**src/rtl/alu_dispatch_pkg.sv**
```systemverilog
// Shared types and constants for the ALU dispatcher: FSM state encoding,
// decoded ALU operation codes, and default timing parameters.
package alu_dispatch_pkg;

  typedef enum logic [2:0] {
    IDLE    = 3'd0,
    SETUP   = 3'd1,
    ARM     = 3'd2,
    CAPTURE = 3'd3,
    RESP    = 3'd4
  } state_t;

  localparam int ALU_LATENCY_DEF = 32'd4;
  localparam int TIMEOUT_CYC_DEF = 32'd16;

  // Decoded ALU operation codes; 0..5 are branch compares, 6..15 arithmetic/logic
  localparam logic [4:0] INSTR_BEQ     = 5'd0;
  localparam logic [4:0] INSTR_BNE     = 5'd1;
  localparam logic [4:0] INSTR_BLT     = 5'd2;
  localparam logic [4:0] INSTR_BGE     = 5'd3;
  localparam logic [4:0] INSTR_BLTU    = 5'd4;
  localparam logic [4:0] INSTR_BGEU    = 5'd5;
  localparam logic [4:0] INSTR_ADD     = 5'd6;
  localparam logic [4:0] INSTR_SUB     = 5'd7;
  localparam logic [4:0] INSTR_SLL     = 5'd8;
  localparam logic [4:0] INSTR_SLT     = 5'd9;
  localparam logic [4:0] INSTR_SLTU    = 5'd10;
  localparam logic [4:0] INSTR_XOR     = 5'd11;
  localparam logic [4:0] INSTR_SRL     = 5'd12;
  localparam logic [4:0] INSTR_SRA     = 5'd13;
  localparam logic [4:0] INSTR_OR      = 5'd14;
  localparam logic [4:0] INSTR_AND     = 5'd15;
  localparam logic [4:0] INSTR_INVALID = 5'd16;

  // Any code from INSTR_INVALID upward is rejected locally without using the ALU
  function automatic logic instr_is_valid(input logic [4:0] instr);
    return (instr < INSTR_INVALID);
  endfunction

endpackage

```
**src/rtl/alu_dispatch.sv**
```systemverilog
// ALU dispatcher: accepts one decoded request, drives the ALU operand bus,
// pulses dat_ready for the ALU latency, captures result/flags and returns
// them over a valid/ready response channel. One operation in flight.
// Optional feature macro ALU_DISPATCH_READY_HS_EN: completion waits for
// ALU_ready (with a TIMEOUT_CYC bound) instead of a fixed latency count.
module alu_dispatch
  import alu_dispatch_pkg::*;
#(
  parameter int ALU_LATENCY = ALU_LATENCY_DEF,
  parameter int TIMEOUT_CYC = TIMEOUT_CYC_DEF
) (
  input  logic        soc_clk,
  input  logic        reset,
  input  logic        req_valid,
  output logic        req_ready,
  input  logic [31:0] req_dat1,
  input  logic [31:0] req_dat2,
  input  logic [2:0]  req_opcode,
  input  logic        req_differentiator,
  input  logic        req_optype,
  input  logic [4:0]  req_instr,
  output logic [31:0] ALU_dat1,
  output logic [31:0] ALU_dat2,
  output logic [2:0]  ALU_opcode,
  output logic        ALU_opcode_differentiator,
  output logic        ALU_optype,
  output logic [4:0]  Instruction_to_ALU,
  output logic        dat_ready,
  input  logic [31:0] ALU_out,
  input  logic        ALU_overflow,
  input  logic        ALU_con_met,
  input  logic        ALU_zero,
  input  logic        ALU_err,
  input  logic        ALU_ready,
  output logic        rsp_valid,
  input  logic        rsp_ready,
  output logic [31:0] rsp_result,
  output logic        rsp_overflow,
  output logic        rsp_con_met,
  output logic        rsp_zero,
  output logic        rsp_err
);

  // Counter is sized for whichever completion bound is larger so either build fits
  localparam int CNT_MAX = (ALU_LATENCY > TIMEOUT_CYC) ? ALU_LATENCY : TIMEOUT_CYC;
  localparam int CNT_W   = $clog2(CNT_MAX + 32'sd1);

  state_t             state_r, state_s;
  logic [CNT_W-1:0]   cnt_r, cnt_s;
  logic               tmo_r, tmo_s;
  logic               req_ready_s, dat_ready_s, rsp_valid_s;
  logic [31:0]        alu_dat1_s, alu_dat2_s, rsp_result_s;
  logic [2:0]         alu_opcode_s;
  logic               alu_diff_s, alu_optype_s;
  logic [4:0]         alu_instr_s;
  logic               rsp_overflow_s, rsp_con_met_s, rsp_zero_s, rsp_err_s;

`ifndef ALU_DISPATCH_READY_HS_EN
  logic unused_alu_ready_s;
  assign unused_alu_ready_s = ALU_ready;
`endif

  // Next-state and next-output logic; every register holds unless a state changes it
  always_comb begin
    state_s        = state_r;
    cnt_s          = cnt_r;
    tmo_s          = tmo_r;
    req_ready_s    = req_ready;
    dat_ready_s    = dat_ready;
    rsp_valid_s    = rsp_valid;
    alu_dat1_s     = ALU_dat1;
    alu_dat2_s     = ALU_dat2;
    alu_opcode_s   = ALU_opcode;
    alu_diff_s     = ALU_opcode_differentiator;
    alu_optype_s   = ALU_optype;
    alu_instr_s    = Instruction_to_ALU;
    rsp_result_s   = rsp_result;
    rsp_overflow_s = rsp_overflow;
    rsp_con_met_s  = rsp_con_met;
    rsp_zero_s     = rsp_zero;
    rsp_err_s      = rsp_err;

    case (state_r)
      IDLE: begin
        if (req_valid && req_ready) begin
          req_ready_s = 1'b0;
          if (instr_is_valid(req_instr)) begin
            alu_dat1_s   = req_dat1;
            alu_dat2_s   = req_dat2;
            alu_opcode_s = req_opcode;
            alu_diff_s   = req_differentiator;
            alu_optype_s = req_optype;
            alu_instr_s  = req_instr;
            state_s      = SETUP;
          end else begin
            // Invalid op: the ALU bus is left untouched, respond with a local error
            rsp_result_s   = 32'd0;
            rsp_overflow_s = 1'b0;
            rsp_con_met_s  = 1'b0;
            rsp_zero_s     = 1'b0;
            rsp_err_s      = 1'b1;
            state_s        = RESP;
          end
        end else begin
          req_ready_s = 1'b1;
        end
      end
      SETUP: begin
        dat_ready_s = 1'b1;
        cnt_s       = {CNT_W{1'b0}};
        tmo_s       = 1'b0;
        state_s     = ARM;
      end
      ARM: begin
`ifdef ALU_DISPATCH_READY_HS_EN
        if (ALU_ready) begin
          dat_ready_s = 1'b0;
          state_s     = CAPTURE;
        end else if (cnt_r == CNT_W'(TIMEOUT_CYC - 32'sd1)) begin
          dat_ready_s = 1'b0;
          tmo_s       = 1'b1;
          state_s     = CAPTURE;
        end else begin
          cnt_s = cnt_r + {{(CNT_W-1){1'b0}}, 1'b1};
        end
`else
        if (cnt_r == CNT_W'(ALU_LATENCY - 32'sd1)) begin
          dat_ready_s = 1'b0;
          state_s     = CAPTURE;
        end else begin
          cnt_s = cnt_r + {{(CNT_W-1){1'b0}}, 1'b1};
        end
`endif
      end
      CAPTURE: begin
        if (tmo_r) begin
          rsp_result_s   = 32'd0;
          rsp_overflow_s = 1'b0;
          rsp_con_met_s  = 1'b0;
          rsp_zero_s     = 1'b0;
          rsp_err_s      = 1'b1;
        end else begin
          rsp_result_s   = ALU_out;
          rsp_overflow_s = ALU_overflow;
          rsp_con_met_s  = ALU_con_met;
          rsp_zero_s     = ALU_zero;
          rsp_err_s      = ALU_err;
        end
        rsp_valid_s = 1'b1;
        state_s     = RESP;
      end
      RESP: begin
        // The invalid-op path enters with rsp_valid low; it is raised here one cycle later
        if (rsp_valid && rsp_ready) begin
          rsp_valid_s = 1'b0;
          req_ready_s = 1'b1;
          state_s     = IDLE;
        end else begin
          rsp_valid_s = 1'b1;
        end
      end
      default: begin
        state_s     = IDLE;
        req_ready_s = 1'b1;
        dat_ready_s = 1'b0;
        rsp_valid_s = 1'b0;
      end
    endcase
  end

  // State and registered outputs; synchronous reset abandons any operation in flight
  always_ff @(posedge soc_clk) begin
    if (reset) begin
      state_r                   <= IDLE;
      cnt_r                     <= {CNT_W{1'b0}};
      tmo_r                     <= 1'b0;
      req_ready                 <= 1'b1;
      dat_ready                 <= 1'b0;
      rsp_valid                 <= 1'b0;
      ALU_dat1                  <= 32'd0;
      ALU_dat2                  <= 32'd0;
      ALU_opcode                <= 3'd0;
      ALU_opcode_differentiator <= 1'b0;
      ALU_optype                <= 1'b0;
      Instruction_to_ALU        <= 5'd0;
      rsp_result                <= 32'd0;
      rsp_overflow              <= 1'b0;
      rsp_con_met               <= 1'b0;
      rsp_zero                  <= 1'b0;
      rsp_err                   <= 1'b0;
    end else begin
      state_r                   <= state_s;
      cnt_r                     <= cnt_s;
      tmo_r                     <= tmo_s;
      req_ready                 <= req_ready_s;
      dat_ready                 <= dat_ready_s;
      rsp_valid                 <= rsp_valid_s;
      ALU_dat1                  <= alu_dat1_s;
      ALU_dat2                  <= alu_dat2_s;
      ALU_opcode                <= alu_opcode_s;
      ALU_opcode_differentiator <= alu_diff_s;
      ALU_optype                <= alu_optype_s;
      Instruction_to_ALU        <= alu_instr_s;
      rsp_result                <= rsp_result_s;
      rsp_overflow              <= rsp_overflow_s;
      rsp_con_met               <= rsp_con_met_s;
      rsp_zero                  <= rsp_zero_s;
      rsp_err                   <= rsp_err_s;
    end
  end

endmodule

```
**config.mk**
```make
export PLATFORM = sky130hd
export DESIGN_NAME = alu_dispatch
export DESIGN_NICKNAME = d
export VERILOG_FILES = /design/src/rtl/alu_dispatch_pkg.sv /design/src/rtl/alu_dispatch.sv
export SDC_FILE = /design/constraint.sdc
export NUM_CORES = 1
export LEC_CHECK = 0
export ABC_AREA = 1
export ABC_CLOCK_PERIOD_IN_PS = 3000
export BUFFER_PORTS_ARGS = -buffer_cell sky130_fd_sc_hd__buf_2
export CORE_MARGIN = 5
export CORE_UTILIZATION = 30
export DETAILED_ROUTE_END_ITERATION = 10
export GPL_TIMING_DRIVEN = 1
export HOLD_SLACK_MARGIN = 0.15
export PLACE_DENSITY_LB_ADDON = 0.12
export SETUP_SLACK_MARGIN = 0.3
export SYNTH_ARGS = -nofsm -noshare
export SYNTH_HDL_FRONTEND = slang
export SYNTH_SLANG_ARGS = --single-unit
```
**constraint.sdc**
```tcl
create_clock -name soc_clk -period 3 [get_ports soc_clk]
set_clock_uncertainty 0.15 [all_clocks]
set_input_delay 0.45 -clock soc_clk [delete_from_list [all_inputs] [get_ports soc_clk]]
set_output_delay 0.45 -clock soc_clk [all_outputs]
set_load 0.005 [all_outputs]
```
### Word-level counts from Yosys, hierarchy flattened

Index checks and enable logic that the tools add are counted.

| operators by class | value |
|---|---|
| add/sub/neg operators | 1 |
| multipliers | 0 |
| div/mod/pow operators | 0 |
| magnitude comparators | 1 |
| equality and inequality tests | 10 |
| shift-type cells | 0 |
| multiplexer cells | 25 |
| bitwise operators | 2 |
| reduce and logical (&&, ||, !) cells | 14 |

Operators by type and width:

| kind | count |
|---|---|
| $mux W32 | 2 |
| $pmux W32 S2 | 1 |
| $pmux W3 S5 | 1 |
| $mux W3 | 4 |
| $ne A2 B2 Y1 const B | 5 |
| $pmux W5 S2 | 1 |
| $pmux W1 S3 | 3 |
| $reduce_and A3 Y1 | 3 |
| $reduce_or A3 Y1 | 3 |
| $mux W1 | 8 |
| $pmux W1 S2 | 4 |
| $eq A3 B2 Y1 const B | 2 |
| $reduce_and A2 Y1 | 3 |
| $add A5 B1 Y5 const B | 1 |
| $eq A5 B2 Y1 const B | 1 |
| $lt A5 B5 Y1 const B | 1 |
| $mux W5 | 1 |
| $reduce_bool A2 Y1 | 2 |
| $eq A3 B1 Y1 const B | 1 |
| $eq A3 B3 Y1 const B | 1 |
| $logic_not A3 Y1 | 1 |
| $logic_and A1 B1 Y1 | 2 |
| $not A1 Y1 | 2 |

| storage, ports and cells | value |
|---|---|
| flip-flop bits (word level) | 121 |
| bits in latches | 0 |
| memory bits (writable) | 0 |
| ROM bits | 0 |
| input bits | 115 |
| output and inout port bits | 113 |
| logic and storage cells | 69 |
| memories | 0 |

### Logic depth before layout (Yosys ltp)

Gate-level depths: netlist (run 1).

| depth | value |
|---|---|
| word-level depth | 4 |
| depth in mapped cells | 9 |
| depth with buffers taken out | 8 |

### Worst setup path before layout (run 1)

OpenSTA, ideal clock, no wires.

| path | value |
|---|---|
| path type | input to register |
| start point | in reset |
| end point | reg rsp_result[12] |
| library setup time | 0.064 ns |
| data arrival time | 1.279 ns |
| required time | 2.786 ns |
| path slack | 1.507 ns |
| stages | 6 |
| buffers on the path | 3 |
| path through | buf_2 -> inv_1 -> buf_2 -> clkbuf_1 -> nand2_1 -> nor2_1 |

RTL lines:

| item | line | text |
|---|---|---|
| from (decl) | alu_dispatch.sv:13 | `input logic reset,` |
| to (signal assigned) | alu_dispatch.sv:204 | `rsp_result <= rsp_result_s;` |
| to (decl) | alu_dispatch.sv:37 | `output logic [31:0] rsp_result,` |

### Final worst setup path (run 1)

| path | value |
|---|---|
| start point | reg state_r[0] |
| end point | reg rsp_result[31] |

| between the ends | value |
|---|---|
| cells in the longest elaborated chain, start to end | 3 |
| elaborated cells on any way between the ends | 7 |
| those cells by class | eq/ne (3); mux (1); reduce/logical (3) |

RTL lines:

| item | line | text |
|---|---|---|
| from (decl) | alu_dispatch.sv:48 | `state_t state_r, state_s;` |
| from (signal assigned) | alu_dispatch.sv:192 | `state_r <= state_s;` |
| $eq A3 B2 Y1 / $logic_not A3 Y1 (equally long branches) | alu_dispatch.sv:83 | `case (state_r)` |
| $reduce_bool A2 Y1 (no line) / $ne A2 B2 Y1 (equally long branches) | -- |  |
| $reduce_and A3 Y1 (no line) | -- |  |

Parallel ways exist; a longest one is shown, timed or not.
A chain may end at the register's enable or synchronous reset.

==> results.md, run 1 <==
- Final WL: 14700 microns
- Clock Latency Late Sink: 0.41 ns
- Area Growth Syn to Fin: 52.0%
- Reg power frac: 35.3%
- Synth cell types: 24
- Post-DRT Antenna Nets: 0
- Top_reg_cell synth: dfxtp_1
- WP buf/inv: 0
- Clock root buffer: clkbuf_16
- Slowest cell on crit path: nand2_4
- Chip width: 137 microns
- Die height: 137 microns
- Instance count of the mapped netlist: 699
- VDD IR max: 0.462 mV
- Final setup vio count: 0
- Met1 wire length: 6560 microns
- Final TNS setup: 0 ns
- Net count, final: 1090
- Reg2reg end: rsp_result[31]
- Starting density of the core: 30.7%
- CTS Hold Bufs: 65
- Cell Rows: 46
- Crit start category: register
- Reg2reg start: state_r[0]
- Pre-CTS WS: 1.08 ns
- Dpl cells: 1106
- Global Route Usage Sum: 15.2%
- Design area: 7400 sq um
- Commonest cells in the synthesized netlist: nor2_1 (249), dfxtp_1 (121), nand2_1 (91)
- Port bufs: 226
- Combinational cell fraction of total power: 29.1%
- Initial antenna violation count: 0
- R2R Setup Slk: 1.12 ns
- Max layer used: met4
- WL/cell: 12.3 microns
- Starting DRT DRC Count: 192
- Post-CTS Resized: 0
- Critical Path Most Common Cell: nor2_1
- CP endpoint kind: register
- Rel. slew slack: 55.6%
- Synth warnings: 0
- Min Tclk post-route: 1.88 ns
- Post-synth EDFFs: 0
- First-pass GRT wire length: 23000 microns
- Leakage power: 3.83 nW
- Metal3 WL: 1470 microns
- DP HPWL: 9590 microns
- NetSw: 2.06 mW
- Gp weighted congestion: 0.708
- Max-cap viol count: 0
- Clk buf depth: 2
- H-tree Lvls: 4
- Mapped cell area: 4870 sq um
- CTS tree: built
- Largest area contributor in the netlist: dfxtp_1
- Layout cell share with drive strength beyond 1: 27.9%
- Mapped Nets: 815
- Via density: 4.18
- Clock buffer count from CTS: 17
- Fin cells: 1203
- Sw frac: 32.5%
- WHS: 0.166 ns
- Most common cell in the synthesized netlist: nor2_1
- Max-slew violations: 0
- DR pass1 iterations: 4
- Pwr Density: 857 nW/um^2
- Met2 wire len: 6440 microns
- Avg Cell Area, Syn: 6.97 sq um
- Placed Area: 6100 sq um
- Dominant cells by area after synthesis: dfxtp_1 (50%), nor2_1 (19%), o21ai_0 (8.0%)
- Antenna cells: 0
- Crit. Startpoint: state_r[0]
- Max Clock Freq: 531 MHz
- RSZ-0062 raised after global routing: no
- Internal Pwr Total: 4.28 mW
- Hold path start: req_dat1[2]
- WS Path Type: reg2reg
- CTS sink cnt: 121
- Vias in the first global route: 4770
- Worst Hold Depth: 3
- Register area share after synthesis: 49.7%
- Tightest Pin Transition: 0.666 ns
- Number of synthesized register bits: 121
- Crit-path cells: nor2_1, nand3_1, nand2_2, nand2_4, nor2_1, nor2_1
- # Post-CTS Setup Buffers: 0
- Crit path max fanout: 60
- Grt ovf: 0
- DIE AREA: 18900 sq um
- Clock share of power: 35.6%
- Largest net degree at the start of global routing: 74
- Core area: 15900 sq um
- Top-Level Pins: 228
- Final hold vios: 0
- Slowest Stage Delay on Critical Path: 0.38 ns
- Clk pin slew, worst setup/hold paths: 0.06 ns
- Worst path top cell family by delay: simple AND/OR/NAND/NOR gates
- Min-delay worst type: in2reg
- Hold worst-path end: ALU_dat1[2]
- Worst setup margin: 1.12 ns
- Crit path DAT: 2.03 ns
- Final worst-path cycle share: 62.8%
- Share of the synthesized area in the top cell type: 49.7%
- R2R cell count: 6
- Ys async rst share: 0%
- CP Data Required Time: 3.15 ns
- Vias: 5028
- Residual DRC: 0
- Status: completed
-- metal layers --
layer / global-route usage [%] / vias to the layer above
met5: 0 / -
met4: 6.10 / 0
met3: 6.06 / 21
met2: 23.2 / 177
met1: 19.0 / 2156
li1: - / 2674
-- logic make-up after synthesis --
family	share of synthesized area, %
AOI/OAI and AO/OA	9.76
adders and majority gates	0.257
DFF	49.7
and+or+nand+nor	29.7
xor gates and xnor gates	0.180
buffers and inverters	10.4
-- worst max-delay path by stage --
stage | to | slack (ns) | depth (start not counted)
after floorplan | rsp_result[12] | 1.51 | 6
after detailed placement | rsp_overflow | 1.08 | 7
final | rsp_result[31] | 1.12 | 6
after global routing | rsp_result[23] | 0.90 | 6
after global placement | Instruction_to_ALU[0] | 1.09 | 7
after CTS | rsp_overflow | 1.09 | 6
-- per-stage QoR --
step | util (%) | power, mW
after floorplan | - | 3.44
after global placement | 38.4 | 4.08
after detailed placement | 38.4 | 4.08
after CTS | 46.6 | 6.44
after global routing | 46.6 | 6.83
final | 46.6 | 6.34
-- power by group through the flow --
| stage | clock network (mW) | registers (mW) | logic [mW] |
|---|---|---|---|
| 2_1_floorplan | 0 | 2.31 | 1.13 |
| 3_3_place_gp | 0 | 2.27 | 1.81 |
| 3_5_place_dp | 0 | 2.27 | 1.81 |
| 4_1_cts | 2.32 | 2.24 | 1.88 |
| 5_1_grt | 2.39 | 2.29 | 2.15 |
| 6_report | 2.26 | 2.24 | 1.84 |
-- flip-flops by register name (all words and copies together) (netlist names) --
| name | flops |
|---|---|
| ALU_dat1 | 32 |
| ALU_dat2 | 32 |
| rsp_result | 32 |
| Instruction_to_ALU | 5 |
| cnt_r | 5 |
| ALU_opcode | 3 |
| state_r | 3 |
| ALU_opcode_differentiator | 1 |
| ALU_optype | 1 |
| dat_ready | 1 |
| req_ready | 1 |
| rsp_con_met | 1 |
| rsp_err | 1 |
| rsp_overflow | 1 |
| rsp_valid | 1 |
| rsp_zero | 1 |
-- placed cells by master, fill, tap and decap left out --
cell type      count
o21bai_1           2
o21ai_0           78
ha_1               1
nand2_2            4
clkinv_4           3
nand4_1            3
nand3_1           15
inv_1             68
xnor2_1            1
nand3_2            1
dfxtp_1          121
nand2_1           91
bufinv_16          5
buf_12             1
nor3_1             1
nor2_4             1
inv_6              2
buf_2            226
and2_1             1
nand2_4            1
clkinvlp_4         3
buf_4              5
inv_2              5
clkinv_2           1
a21oi_1           14
dlygate4sd3_1     65
clkbuf_1           1
nand3b_1           1
clkbuf_16         17
nor2_1           249
-- final cells by class --
| type | count | area (sq um) |
|---|---|---|
| clock inverter | 14 | 221 |
| multi-input combinational | 464 | 1940 |
| tap | 216 | 270 |
| clock buffer | 18 | 429 |
| timing repair buffer | 297 | 1840 |
| fill | 1675 | 8490 |
| inverter | 73 | 274 |
| sequential | 121 | 2420 |
-- worst min-delay path, stage by stage --
cell,delay (ns)
buf_2,0.07
o21ai_0,0.07
nor2_1,0.09
Note: power is estimated with default switching activity, not from simulation.
==> inputs of run 2 (changes only) <==
- ABC_CLOCK_PERIOD_IN_PS: 3000 -> 2000
- clock period: 3 -> 2 ns (I/O delays scaled with it)
==> run 2 against run 1 <==
Worst setup slack worse by 0.71 ns. First-iteration DRC count up 20%. Routed wire length up 5.2%. Via count up 4.5%. Register-to-register slack worse by 0.71 ns. Hold slack better by 0.12 ns. Largest power group is now sequential cells.
==> results.md, run 2 (same netlist as run 1, synthesis figures left out) <==
- Chip width: 137 microns
- DIE AREA: 18900 sq um
- Post-DRT Antenna Nets: 0
- Most common cell after layout, fill and taps aside: nor2_1
- Leakage power: 4.07 nW
- Rel. slew slack: 80.7%
- Top-Level Pins: 228
- RSZ-0062 raised after global routing: yes
- Vias: 5256
- VDD IR max: 0.617 mV
- H-tree Lvls: 4
- Clock root buffer: clkbuf_16
- CP endpoint kind: register
- Core area: 15900 sq um
- Fin cells: 1256
- Grt ovf: 0
- Gp weighted congestion: 0.704
- WS Path Type: reg2reg
- Clock Latency Late Sink: 0.41 ns
- Area Growth Syn to Fin: 63.9%
- Slowest cell on crit path: dfxtp_1
- Crit start category: register
- Crit path DAT: 1.75 ns
- Status: completed
- Min Tclk post-route: 1.60 ns
- Cell Rows: 46
- Global Route Usage Sum: 16.1%
- WL/cell: 12.4 microns
- Starting DRT DRC Count: 230
- Min-delay worst type: reg2reg
- Final setup vio count: 0
- First-pass GRT wire length: 24300 microns
- CTS sink cnt: 121
- Die height: 137 microns
- Pwr Density: 1210 nW/um^2
- DR pass1 iterations: 4
- Final WL: 15500 microns
- Most frequent cells in the layout: nor2_1 (248), buf_2 (226), dfxtp_1 (120), dlygate4sd3_1 (113), nand2_1 (89)
- Max-slew violations: 0
- Tightest Pin Transition: 0.289 ns
- Via density: 4.18
- Clk buf depth: 2
- Crit-path cells: inv_2, nand2_2, nor2_4, nand2_2, buf_4, nand3_1, nand2_1, nor2_1
- Net count, final: 1143
- # Post-CTS Setup Buffers: 0
- Critical Path Most Common Cell: nand2_2
- Top flop regs: ALU_dat1 (32), ALU_dat2 (32), rsp_result (32)
- WP buf/inv: 2
- Layout cell share with drive strength beyond 1: 27.2%
- Final worst-path cycle share: 79.8%
- DP HPWL: 9640 microns
- Clk pin slew, worst setup/hold paths: 0.05 ns
- CP Data Required Time: 2.16 ns
- Slowest Stage Delay on Critical Path: 0.47 ns
- Crit path max fanout: 13
- Clock buffer count from CTS: 17
- Initial antenna violation count: 0
- Worst path top cell family by delay: simple AND/OR/NAND/NOR gates
- Dpl cells: 1110
- Pwr Total: 9.65 mW
- CTS tree: built
- Max-cap viol count: 0
- Largest net degree at the start of global routing: 76
- Final TNS setup: 0 ns
- Max Clock Freq: 626 MHz
- Final hold vios: 0
- Vias in the first global route: 5098
- Antenna cells: 0
- Starting density of the core: 30.7%
- Port bufs: 226
- Residual DRC: 0
==> run 2: changes by cell type in the layout (fill, tap and decap cells not counted), moves of 2 or more <==
| cell | change |
|---|---|
| buf_12 | +4 |
| clkbuf_8 | +2 |
| dlygate4sd3_1 | +48 |
| inv_6 | -2 |
| nand2_1 | -2 |
| nand2_2 | +2 |
| nand2_8 | +2 |
==> run 2: final timing paths <==
path / depth (start not counted) / startpoint / endpoint / slack, ns
setup / recovery: 8 / state_r[1] / rsp_result[8] / 0.40
setup reg to reg: 8 / state_r[1] / rsp_result[8] / 0.40
hold reg to reg: 2 / Instruction_to_ALU[4] / Instruction_to_ALU[4] / 0.29
hold / removal: 2 / Instruction_to_ALU[4] / Instruction_to_ALU[4] / 0.29
==> run 2: layer usage <==
metal / GRT usage [%] / wire [microns]
met1: 19.1 / 6760
met2: 25.7 / 7100
met3: 6.50 / 1420
met4: 6.54 / 239
met5: 0 / 0
==> run 2: final cells by class <==
type                    instances  area [sq um]
well taps                     216           270
fillers                      1619          7900
clock inverters                11           170
inverters                      73           274
flip-flops and latches        121          2420
repair buffers                349          2400
clock buffers                  21           460
multi-input cells             465          1980
==> run 2: timing repair <==
item | CTS | global route
endpoints found under the setup margin | 76 | 79
cloned | 0 | 1
endpoints found under the hold margin | 118 | 0
pin swaps | 0 | 1
hold buffers | 113 | 0
gates resized for setup | 2 | 9
==> run 2: power breakdown <==
group,total [mW],switching (mW),internal (mW)
clock network,3.26,1.11,2.15
registers,3.37,0.327,3.04
logic,3.02,1.70,1.31
==> run 2: per-stage QoR <==
stage | worst slack, ns | instance area (sq um) | hold WS, ns | util [%]
global placement | 0.286 | 6170 | 0.281 | 38.8
global route | 0.284 | 7980 | 0.306 | 50.2
finish | 0.404 | 7980 | 0.289 | 50.2
floorplan | 0.608 | 4870 | 0.290 | -
detailed placement | 0.276 | 6170 | 0.285 | 38.8
CTS | 0.337 | 7940 | 0.294 | 50.0
==> run 2: worst min-delay path, stage by stage, from the launching register on <==
cell	delay, ns
dfxtp_1	0.30
nand2_1	0.06
nor2_1	0.04
